[src/rtl/pwr_cntr_bank_pkg.sv]
// Shared defaults and elaboration helpers for the transition-counter bank.
package pwr_cntr_bank_pkg;

  localparam int DEF_NUM_CH = 4;
  localparam int DEF_SIG_W  = 8;
  localparam int DEF_CNT_W  = 32;
  localparam int DEF_ADDR_W = 2;

  // Smallest n with 2**n >= value; usable in constant expressions.
  function automatic int clog2_f(input int value);
    int res;
    res = 0;
    for (int i = 0; i < 31; i++) begin
      if ((32'sd1 <<< i) < value) begin
        res = i + 1;
      end else begin
        res = res;
      end
    end
    return res;
  endfunction

endpackage

[src/rtl/pwr_cntr_bank_toggle_popcount.sv]
// Number of bits that differ between the current and previous sample of a bus.
module toggle_popcount
  import pwr_cntr_bank_pkg::*;
#(
  parameter int SIG_W = DEF_SIG_W,
  parameter int INC_W = clog2_f(SIG_W + 1)
) (
  input  logic [SIG_W-1:0] cur,
  input  logic [SIG_W-1:0] prev,
  output logic [INC_W-1:0] inc
);

  logic [SIG_W-1:0] diff_s;
  logic [INC_W-1:0] sum_s;

  assign diff_s = cur ^ prev;

  // Sum the toggled bits.
  always_comb begin
    sum_s = {INC_W{1'b0}};
    for (int i = 0; i < SIG_W; i++) begin
      sum_s = sum_s + INC_W'(diff_s[i]);
    end
  end

  assign inc = sum_s;

endmodule

[src/rtl/pwr_cntr_bank.sv]
// Bank of saturating per-channel toggle counters with a registered read port.
module pwr_cntr_bank
  import pwr_cntr_bank_pkg::*;
#(
  parameter int NUM_CH    = DEF_NUM_CH,
  parameter int SIG_W     = DEF_SIG_W,
  parameter int CNT_W     = DEF_CNT_W,
  parameter int ADDR_W    = DEF_ADDR_W,
  parameter bit CLR_ON_RD = 1'b0
) (
  input  logic                    clk,
  input  logic                    reset_L,
  input  logic                    cnt_en,
  input  logic [NUM_CH*SIG_W-1:0] sig_in,
  input  logic                    clr_all,
  input  logic                    rd_req,
  input  logic [ADDR_W-1:0]       rd_addr,
  output logic                    rd_valid,
  output logic [CNT_W-1:0]        rd_data,
  output logic                    rd_ovf,
  output logic                    ovf_any
);

  localparam int INC_W    = clog2_f(SIG_W + 1);
  localparam int NUM_SLOT = 32'sd1 <<< ADDR_W;
  localparam logic [CNT_W-1:0] CNT_MAX = {CNT_W{1'b1}};

  if (NUM_SLOT < NUM_CH) begin : g_addr_chk
    $fatal(1, "pwr_cntr_bank: ADDR_W too small for NUM_CH");
  end

  logic              primed_r;
  logic              ovf_any_r;
  logic              rd_valid_r;
  logic [CNT_W-1:0]  rd_data_r;
  logic              rd_ovf_r;
  logic [CNT_W-1:0]  cnt_s [NUM_CH];
  logic [NUM_CH-1:0] ovf_s;
  logic [NUM_CH-1:0] ovf_nxt_s;

  for (genvar k = 0; k < NUM_CH; k++) begin : g_ch
    logic [SIG_W-1:0] cur_s;
    logic [SIG_W-1:0] prev_r;
    logic [INC_W-1:0] inc_s;
    logic [CNT_W:0]   sum_s;
    logic [CNT_W-1:0] cnt_r;
    logic [CNT_W-1:0] cnt_nxt_s;
    logic             ovf_r;
    logic             ovf_nxt_ch_s;
    logic             rd_hit_s;

    assign cur_s    = sig_in[k*SIG_W +: SIG_W];
    assign rd_hit_s = CLR_ON_RD && rd_req && (rd_addr == ADDR_W'(k));

    toggle_popcount #(.SIG_W(SIG_W), .INC_W(INC_W)) u_pop (
      .cur  (cur_s),
      .prev (prev_r),
      .inc  (inc_s)
    );

    // Next count: a clearing read restarts from zero but still keeps this edge's toggles.
    always_comb begin
      sum_s = {1'b0, (rd_hit_s ? {CNT_W{1'b0}} : cnt_r)} + (CNT_W+1)'(inc_s);
      if (clr_all) begin
        cnt_nxt_s    = {CNT_W{1'b0}};
        ovf_nxt_ch_s = 1'b0;
      end else if (cnt_en && primed_r) begin
        if (sum_s[CNT_W]) begin
          cnt_nxt_s    = CNT_MAX;
          ovf_nxt_ch_s = 1'b1;
        end else begin
          cnt_nxt_s    = sum_s[CNT_W-1:0];
          ovf_nxt_ch_s = ovf_r && !rd_hit_s;
        end
      end else if (rd_hit_s) begin
        cnt_nxt_s    = {CNT_W{1'b0}};
        ovf_nxt_ch_s = 1'b0;
      end else begin
        cnt_nxt_s    = cnt_r;
        ovf_nxt_ch_s = ovf_r;
      end
    end

    // Channel state; prev tracks the bus even outside the counting window.
    always_ff @(posedge clk or negedge reset_L) begin
      if (!reset_L) begin
        prev_r <= {SIG_W{1'b0}};
        cnt_r  <= {CNT_W{1'b0}};
        ovf_r  <= 1'b0;
      end else begin
        prev_r <= cur_s;
        cnt_r  <= cnt_nxt_s;
        ovf_r  <= ovf_nxt_ch_s;
      end
    end

    assign cnt_s[k]     = cnt_r;
    assign ovf_s[k]     = ovf_r;
    assign ovf_nxt_s[k] = ovf_nxt_ch_s;
  end

  // Unpopulated addresses read as zero without any range compare.
  logic [CNT_W-1:0]    slot_cnt_s [NUM_SLOT];
  logic [NUM_SLOT-1:0] slot_ovf_s;

  for (genvar s = 0; s < NUM_SLOT; s++) begin : g_slot
    if (s < NUM_CH) begin : g_used
      assign slot_cnt_s[s] = cnt_s[s];
      assign slot_ovf_s[s] = ovf_s[s];
    end else begin : g_unused
      assign slot_cnt_s[s] = {CNT_W{1'b0}};
      assign slot_ovf_s[s] = 1'b0;
    end
  end

  // Priming flag and summary overflow flag.
  always_ff @(posedge clk or negedge reset_L) begin
    if (!reset_L) begin
      primed_r  <= 1'b0;
      ovf_any_r <= 1'b0;
    end else begin
      primed_r  <= 1'b1;
      ovf_any_r <= |ovf_nxt_s;
    end
  end

  // Registered read mux; data holds between requests.
  always_ff @(posedge clk or negedge reset_L) begin
    if (!reset_L) begin
      rd_valid_r <= 1'b0;
      rd_data_r  <= {CNT_W{1'b0}};
      rd_ovf_r   <= 1'b0;
    end else if (rd_req) begin
      rd_valid_r <= 1'b1;
      rd_data_r  <= slot_cnt_s[rd_addr];
      rd_ovf_r   <= slot_ovf_s[rd_addr];
    end else begin
      rd_valid_r <= 1'b0;
      rd_data_r  <= rd_data_r;
      rd_ovf_r   <= rd_ovf_r;
    end
  end

  assign rd_valid = rd_valid_r;
  assign rd_data  = rd_data_r;
  assign rd_ovf   = rd_ovf_r;
  assign ovf_any  = ovf_any_r;

endmodule
[config.mk]
export PLATFORM = sky130hd
export DESIGN_NAME = pwr_cntr_bank
export DESIGN_NICKNAME = d
export VERILOG_FILES = /design/src/rtl/pwr_cntr_bank_pkg.sv /design/src/rtl/pwr_cntr_bank_toggle_popcount.sv /design/src/rtl/pwr_cntr_bank.sv
export SDC_FILE = /design/constraint.sdc
export NUM_CORES = 1
export LEC_CHECK = 0
export CAP_MARGIN = 20
export CORE_ASPECT_RATIO = 0.7
export CORE_MARGIN = 1
export CORE_UTILIZATION = 30
export DETAILED_ROUTE_END_ITERATION = 10
export DONT_BUFFER_PORTS = 1
export SLEW_MARGIN = 20
export SYNTH_ARGS = -nofsm -noshare
export SYNTH_HDL_FRONTEND = slang
export SYNTH_SLANG_ARGS = --single-unit
export TNS_END_PERCENT = 20
[constraint.sdc]
create_clock -name clk -period 4.7 [get_ports clk]
set_input_delay 0.47 -clock clk [delete_from_list [all_inputs] [get_ports clk]]
set_output_delay 0.47 -clock clk [all_outputs]
set_load 0.01 [all_outputs]
==> results of run 1 <==
[kinds of logic (layout without fill, tap and decap cells)]
family / after synthesis / after routing / share of synthesized area
and+or+nand+nor: 325 / 325 / 0.158
DFF: 200 / 200 / 0.437
AOI/OAI and AO/OA: 194 / 194 / 0.101
xor gates and xnor gates: 125 / 125 / 0.0956
buffers and inverters: 106 / 128 / 0.0387
muxes: 73 / 73 / 0.104
adders and majority gates: 48 / 48 / 0.0656
other: 1 / 1 / 0.000328
[where the power goes]
| part | switching (mW) | internal [mW] | total [mW] |
|---|---|---|---|
| Clock | 0.720 | 0.900 | 1.62 |
| Combinational | 0.455 | 0.435 | 0.890 |
| Sequential | 0.0671 | 1.77 | 1.84 |
| Total | 1.24 | 3.10 | 4.35 |
[registers in the layout (all words and copies together), names as in the netlist]
register,count
ovf_any,1
primed_r,1
rd_ovf,1
g_ch.cnt_r,128
rd_data,32
rd_valid,1
g_ch.prev_r,32
g_ch.ovf_r,4
[worst max path at each step]
stage	end	slack, ps	depth (start not counted)
finish	g_ch[0].cnt_r[31]	150	15
detailed placement	g_ch[1].cnt_r[30]	-160	14
floorplan	g_ch[1].cnt_r[24]	-40	14
CTS	ovf_any	0.2	14
global placement	g_ch[1].cnt_r[16]	-140	14
global route	g_ch[0].cnt_r[31]	-40	15
[per-layer routing]
layer	wire [µm]	up-vias	track usage
li1	-	3890	-
met1	15400	4352	0.255
met2	13600	341	0.238
met3	2740	36	0.0382
met4	499	0	0.0487
met5	0	-	0
[cell type report]
cell class / count / area [µm²] / area share
sequential: 200 / 5000 / 0.383
tap: 488 / 611 / 0.0467
clock inverter: 13 / 195 / 0.0149
multi-input combinational: 766 / 6190 / 0.474
inverter: 45 / 169 / 0.0129
clock buffer: 19 / 433 / 0.0331
timing repair buffer: 51 / 462 / 0.0353
[stage by stage]
stage	TNS [ps]	cells	worst slack (ps)	instance area [µm²]
2_1_floorplan	-43.3	1072	-38.7	11500
3_3_place_gp	-1110	1533	-141	12100
3_5_place_dp	-4330	1533	-160	12100
4_1_cts	0	1565	0.163	12700
5_1_grt	-92.5	1582	-35.6	13100
6_report	0	1582	147	13100
[placed cells by master, fill, tap and decap left out, drive strengths merged, types with 20 or more instances in the layout]
cell type	count
dfrtp	200
xnor2	74
o21ai	66
nand2	65
a21oi	63
xor2	51
nand3	48
inv	48
buf	41
nand4	40
nor2	38
mux2	33
mux4	33
nor3	33
ha	28
nor4	25
and3	22
clkbuf	20
fa	20
[timing repair]
item	4_1_cts	5_1_grt
resized for setup	7	37
setup buffers	0	7
pin swaps	2	26
hold endpoints to repair	200	208
gates cloned	0	2
endpoints found under the setup margin	36	107
[worst max-delay path: cells and delay by family, from the launching register on]
family,cells,cell delay (ps)
compound gates,3,710
xor+xnor,1,160
fa+ha+maj,6,2640
buf+inv,3,290
flops,1,380
simple gates,2,290
==> reports/summary.txt, run 1 <==
=================================================================================
Initial cell density of the core                                            0.306
CTS Root Cell                                                        sky130_fd_sc_hd__clkbuf_16
Number of placement rows                                                       59
Fraction of final layout cells sized beyond drive strength 1                0.171
Clk_lat worst skew                                                         470 ps
Area of the core                                                        37400 µm²
Share of the core filled with cells                                         0.350
Clock transition at the registers of the reported paths                     80 ps
Number of synthesized flops with an enable pin                                  0
Number of maximum-capacitance violations                                        0
Tightest Pin Transition                                                   1030 ps
Register bit total from synthesis                                             200
Standard cell with the maximum stage delay on the critical path      sky130_fd_sc_hd__fa_2
Clock buffers created by TritonCTS                                             17
Mean instance size in the synthesized netlist                            10.7 µm²
Final cycle utilization of the critical path                                0.969
Maximum number of buffers from clock root to sink                               2
Count of pins over their slew limit                                             0
Worst clock skew on the final layout                                      10.8 ps
Maximum number of pins on one net before global-route repair                  201
Final setup vio count                                                           0
FILL cells                                                                   3684
Outcome                                                              finished with violations
Via density per instance                                                     5.45
Residual overflow from global routing                                           0
Setup repair after global routing missed its margin                           yes
Portion of synthesized cell area occupied by the leading cell type          0.437
Failing checks                                                        hold timing
Biggest fanout along the worst timing path                                     14
FF-to-FF Start                                                       g_ch[0].prev_r[0]
Cell Area, Synth                                                        11400 µm²
Post-detailed-routing wire length                                         32.3 mm
Most common cell in the synthesized netlist                          sky130_fd_sc_hd__dfrtp_1
Power consumption                                                         4.35 mW
Synth Flop Type                                                      sky130_fd_sc_hd__dfrtp_1
DPL Wire Length                                                           22.4 mm
Layout overhead on the synthesized area                                     14.1%
Die Footprint                                                           39000 µm²
Nature of the critical path startpoint                                       flop
Commonest cells in the netlist                                       sky130_fd_sc_hd__dfrtp_1 (200), sky130_fd_sc_hd__xnor2_1 (74), sky130_fd_sc_hd__nand2_1 (64)
Clock tree from TritonCTS                                                    done
Cell-by-cell trace of the critical path                              xor2_1 > ha_1 > fa_1 > inv_1 > fa_1 > fa_2 > fa_2 > inv_1 > ha_1 > a211o_1 > a21oi_2 > buf_12 > nor4_1 > and3_1 > a211oi_1
Synthesized Nets                                                             1159
Count of yosys warnings during synthesis                                        0
I/O pin total                                                                  74
Final weighted congestion in routability-driven placement                   0.886
Number of endpoints with negative hold slack in the final report              200
All-Layer GR Usage                                                          0.169
Initial antenna violation count                                                 1
Worst-case vdd ir drop                                                   0.277 mV
Static leakage                                                            5.41 nW
Flop2flop setup slack                                                      150 ps
Number of DRC violations after detailed-routing iteration 0                   828
Global-route wire length before repair                                    50.0 mm
Max frequency                                                             220 MHz
Top area cells in the synthesized netlist                            sky130_fd_sc_hd__dfrtp_1 (44%), sky130_fd_sc_hd__mux4_2 (6.3%), sky130_fd_sc_hd__xnor2_1 (5.7%), sky130_fd_sc_hd__xor2_1 (3.9%), sky130_fd_sc_hd__fa_1 (3.5%)
Data required time at the worst endpoint                                  5080 ps
Vias in the first global route                                               8219
Layout net count                                                             1168
Die extent in x                                                            235 µm
Synthesized netlist cell count                                               1072
DRT antenna net count                                                           0
Relative slew slack                                                         0.315
Area leader, netlist                                                 sky130_fd_sc_hd__dfrtp_1
Shortest clock period the worst path allows after layout                  4550 ps
Reg2Reg Capture Point                                                g_ch[0].cnt_r[31]
R2R depth                                                                      15
Die span in y                                                              165 µm
Count of buffers inserted at the top-level ports                                0
Total vias in the final route                                                8619
H-Tree Depth                                                                    4
Seq/Total Area, Yosys                                                       0.437
Power Dens Cells                                                       333 nW/µm²
Category of the critical setup timing path                             reg -> reg
Sink Count                                                                    200
Arrival time of data at the critical path endpoint                        4930 ps
Diode count                                                                     0
Longest individual stage delay on the worst path                           610 ps
Fraction of registers with async set/reset                                   1.00
Drt pass-1 iters                                                                6
CP endpoint kind                                                             flop
Source of the critical timing path                                   g_ch[0].prev_r[0]
Tightest hold margin                                                      -292 ps
DR WL/cell                                                                20.4 µm
Number of unique standard cell types used by synthesis                         67
DRC Markers                                                                     0
Worst hold path type                                                  in -> async
=================================================================================
Power figures use the tool's default switching activity.
==> run 2: changes to the inputs <==
==> constraint.sdc (replaced) <==
create_clock -name clk -period 4.7 [get_ports clk]
set_input_delay 0.235 -clock clk [delete_from_list [all_inputs] [get_ports clk]]
set_output_delay 0.235 -clock clk [all_outputs]
set_load 0.01 [all_outputs]
==> run 2 against run 1 <==
Against the previous run: the flow still finishes with violations (hold timing); non-clock buffer count grew 22; core utilization grew 0.61 points; die area is the same; worst setup slack lost 63 ps; cell area grew 1.8%; worst hold slack lost 240 ps; combinational power shrank 3.7%; global-route usage shrank 0.14 points; critical path type unchanged; critical path depth is the same; register-to-register slack lost 60 ps; first-iteration DRC count grew 27%; largest cell class unchanged; count of clock-buffer cells in the layout shrank 1.
==> reports/summary.txt, run 2 (synthesis gave the netlist of run 1 again) <==
===============================================================================
FILL cells                                                                 3691   +0.19%
Number of placement rows                                                     59   unchanged
Relative slew slack                                                       0.278   -0.0364
Die Footprint                                                         39000 µm²   unchanged
Source of the critical timing path                                 g_ch[1].prev_r[1]
Sink Count                                                                  200   unchanged
Worst setup endpoint                                               g_ch[1].cnt_r[30]
Largest register by flop count                                       g_ch.cnt_r
Diode count                                                                   0   unchanged
Switching power summed over all nets                                    1.25 mW   +0.72%
Internal                                                                3.05 mW   -1.8%
Static leakage                                                          5.47 nW   +1.1%
Commonest non-fill, non-tap cell in the layout                     sky130_fd_sc_hd__dfrtp_1
Count of buffers inserted at the top-level ports                              0   unchanged
Initial cell density of the core                                          0.306   unchanged
Clock buffers created by TritonCTS                                           17   unchanged
Standard cell with the maximum stage delay on the critical path    sky130_fd_sc_hd__fa_1
Number of maximum-capacitance violations                                      0   unchanged
Layout net count                                                           1190   +1.9%
Initial antenna violation count                                               0   -1
Arrival time of data at the critical path endpoint                      4970 ps   +40 ps
I/O pin total                                                                74   unchanged
Longest individual stage delay on the worst path                         530 ps   -80 ps
Power Dens Cells                                                     323 nW/µm²   -2.8%
Layout overhead on the synthesized area                                   16.1%
Number of endpoints with negative hold slack in the final report            318   +59%
Total vias in the final route                                              8533   -1.0%
Fraction of final layout cells sized beyond drive strength 1              0.159   -0.0114
Final setup vio count                                                         0   unchanged
Via density per instance                                                   5.32   -2.4%
Shortest clock period the worst path allows after layout                4620 ps   +63.2 ps
Final cycle utilization of the critical path                              0.982   +0.0135
Data required time at the worst endpoint                                5050 ps   -30 ps
DR WL/cell                                                              19.8 µm   -3.1%
Clk_lat worst skew                                                       470 ps   about the same
Flip-flop count of the largest register after layout                        128   unchanged
All-Layer GR Usage                                                        0.168   -0.00137
Die span in y                                                            165 µm   unchanged
Maximum number of pins on one net before global-route repair                201   unchanged
CP endpoint kind                                                           flop
DPL Wire Length                                                         21.9 mm   -2.1%
Outcome                                                            finished with violations
Maximum number of buffers from clock root to sink                             2   unchanged
Worst clock skew on the final layout                                    17.3 ps   +6.42 ps
Failing checks                                                      hold timing
Number of DRC violations after detailed-routing iteration 0                1054   +27%
Tightest Pin Transition                                                 1080 ps   +54.6 ps
Die extent in x                                                          235 µm   unchanged
CTS Hold Buffers Added                                                       36
Worst-case vdd ir drop                                                 0.257 mV   -7.5%
Setup repair after global routing missed its margin                         yes
Category of the critical setup timing path                           reg -> reg
Residual overflow from global routing                                         0   unchanged
Cell-by-cell trace of the critical path                            xor2_1 > ha_1 > fa_1 > inv_1 > fa_1 > fa_2 > fa_2 > xnor2_1 > ha_1 > or2b_4 > a2111o_1 > buf_12 > nor4_4 > xnor2_1 > o21ai_2
Worst hold path type                                                in -> async
Max frequency                                                           217 MHz   -1.4%
Biggest fanout along the worst timing path                                    7   -7
Area of the core                                                      37400 µm²   unchanged
Vias in the first global route                                             8269   +0.61%
FF-to-FF Start                                                     g_ch[1].prev_r[1]
CTS Root Cell                                                      sky130_fd_sc_hd__clkbuf_16
Nature of the critical path startpoint                                     flop
Global-route wire length before repair                                  49.4 mm   -1.1%
Drt pass-1 iters                                                              5   -1
Share of the core filled with cells                                       0.356   +0.00613
DRT antenna net count                                                         0   unchanged
Reg2Reg Capture Point                                              g_ch[1].cnt_r[30]
R2R depth                                                                    15   unchanged
Flop2flop setup slack                                                     80 ps   -60 ps
H-Tree Depth                                                                  4   unchanged
Register share of total power                                             0.428   +0.006
Combinational group share of total power                                  0.199   -0.006
Count of pins over their slew limit                                           0   unchanged
Net switching share of the total power                                    0.291   +0.00517
Final sum of negative setup slack                                          0 ps   unchanged
Clock tree from TritonCTS                                                  done
Clock transition at the registers of the reported paths                   70 ps   about the same
Tightest hold margin                                                    -531 ps   -238 ps
Most used cells in the layout excluding fill and tap cells         sky130_fd_sc_hd__dfrtp_1 (200), sky130_fd_sc_hd__xnor2_1 (73), sky130_fd_sc_hd__nand2_1 (64)
Final weighted congestion in routability-driven placement                 0.885   about the same
Clk network pwr share                                                     0.373   about the same
DRC Markers                                                                   0   unchanged
Post-detailed-routing wire length                                       31.7 mm   -1.8%
===============================================================================
## run 2: stage by stage
| step | cells | setup slack, ps | total power [mW] | instance area (µm²) |
|---|---|---|---|---|
| 6_report | 1604 | 84.0 | 4.30 | 13300 |
| 5_1_grt | 1604 | -70.1 | 4.55 | 13300 |
| 4_1_cts | 1600 | -48.6 | 4.31 | 13100 |
| 3_5_place_dp | 1531 | -160 | 2.65 | 12100 |
| 3_3_place_gp | 1531 | -117 | 2.62 | 12100 |
| 2_1_floorplan | 1072 | -28.3 | 2.46 | 11400 |
## run 2: per-layer routing
layer | global-route usage | part of all wire | vias to the layer above
met2 | 0.248 | 0.44 | 311
li1 | - | - | 3934
met1 | 0.238 | 0.46 | 4258
met4 | 0.0431 | 0.013 | 0
met3 | 0.0509 | 0.089 | 30
met5 | 0 | 0 | -
## run 2: critical path, delay by kind of cell, from the launching register on
kind,cells,cell delay (ps)
flip-flops,1,380
buffers and inverters,2,240
XOR/XNOR,3,460
AND/OR/NAND/NOR,2,480
AO/OA/AOI/OAI,2,560
adder cells (fa/ha/maj),6,2390
## run 2: worst min-delay path by stage
stage                     startpoint  cells past startpoint  slack [ps]                 to
after detailed placement     reset_L                      0         -50  g_ch[0].prev_r[6]
after global placement       reset_L                      0         -50  g_ch[0].prev_r[6]
final                        reset_L                      0        -530  g_ch[0].prev_r[5]
after CTS                    reset_L                      0        -560  g_ch[1].cnt_r[26]
after global routing         reset_L                      0        -560  g_ch[0].prev_r[5]
after floorplan              reset_L                      0         -60   g_ch[0].cnt_r[0]
## run 2: area by class of cell
class | instances | area (µm²) | share of cell area
inverter | 45 | 169 | 0.0127
clock buffer | 18 | 429 | 0.0323
multi-input combinational | 766 | 6170 | 0.464
sequential | 200 | 5000 | 0.377
timing repair buffer | 73 | 722 | 0.0543
tap | 488 | 611 | 0.0459
clock inverter | 14 | 186 | 0.0140
## run 2: power groups by stage
stage / Sequential (mW) / Clock (mW) / Combinational, mW
floorplan: 1.83 / 0 / 0.632
global placement: 1.87 / 0 / 0.756
detailed placement: 1.87 / 0 / 0.786
CTS: 1.83 / 1.64 / 0.833
global route: 1.84 / 1.71 / 0.988
finish: 1.84 / 1.60 / 0.857
## run 2: what timing repair did
item	CTS	global route
buffers inserted	1	3
cloned	0	1
endpoints found under the hold margin	385	318
pin swaps	5	18
resized for setup	16	28
endpoints found under the setup margin	70	111
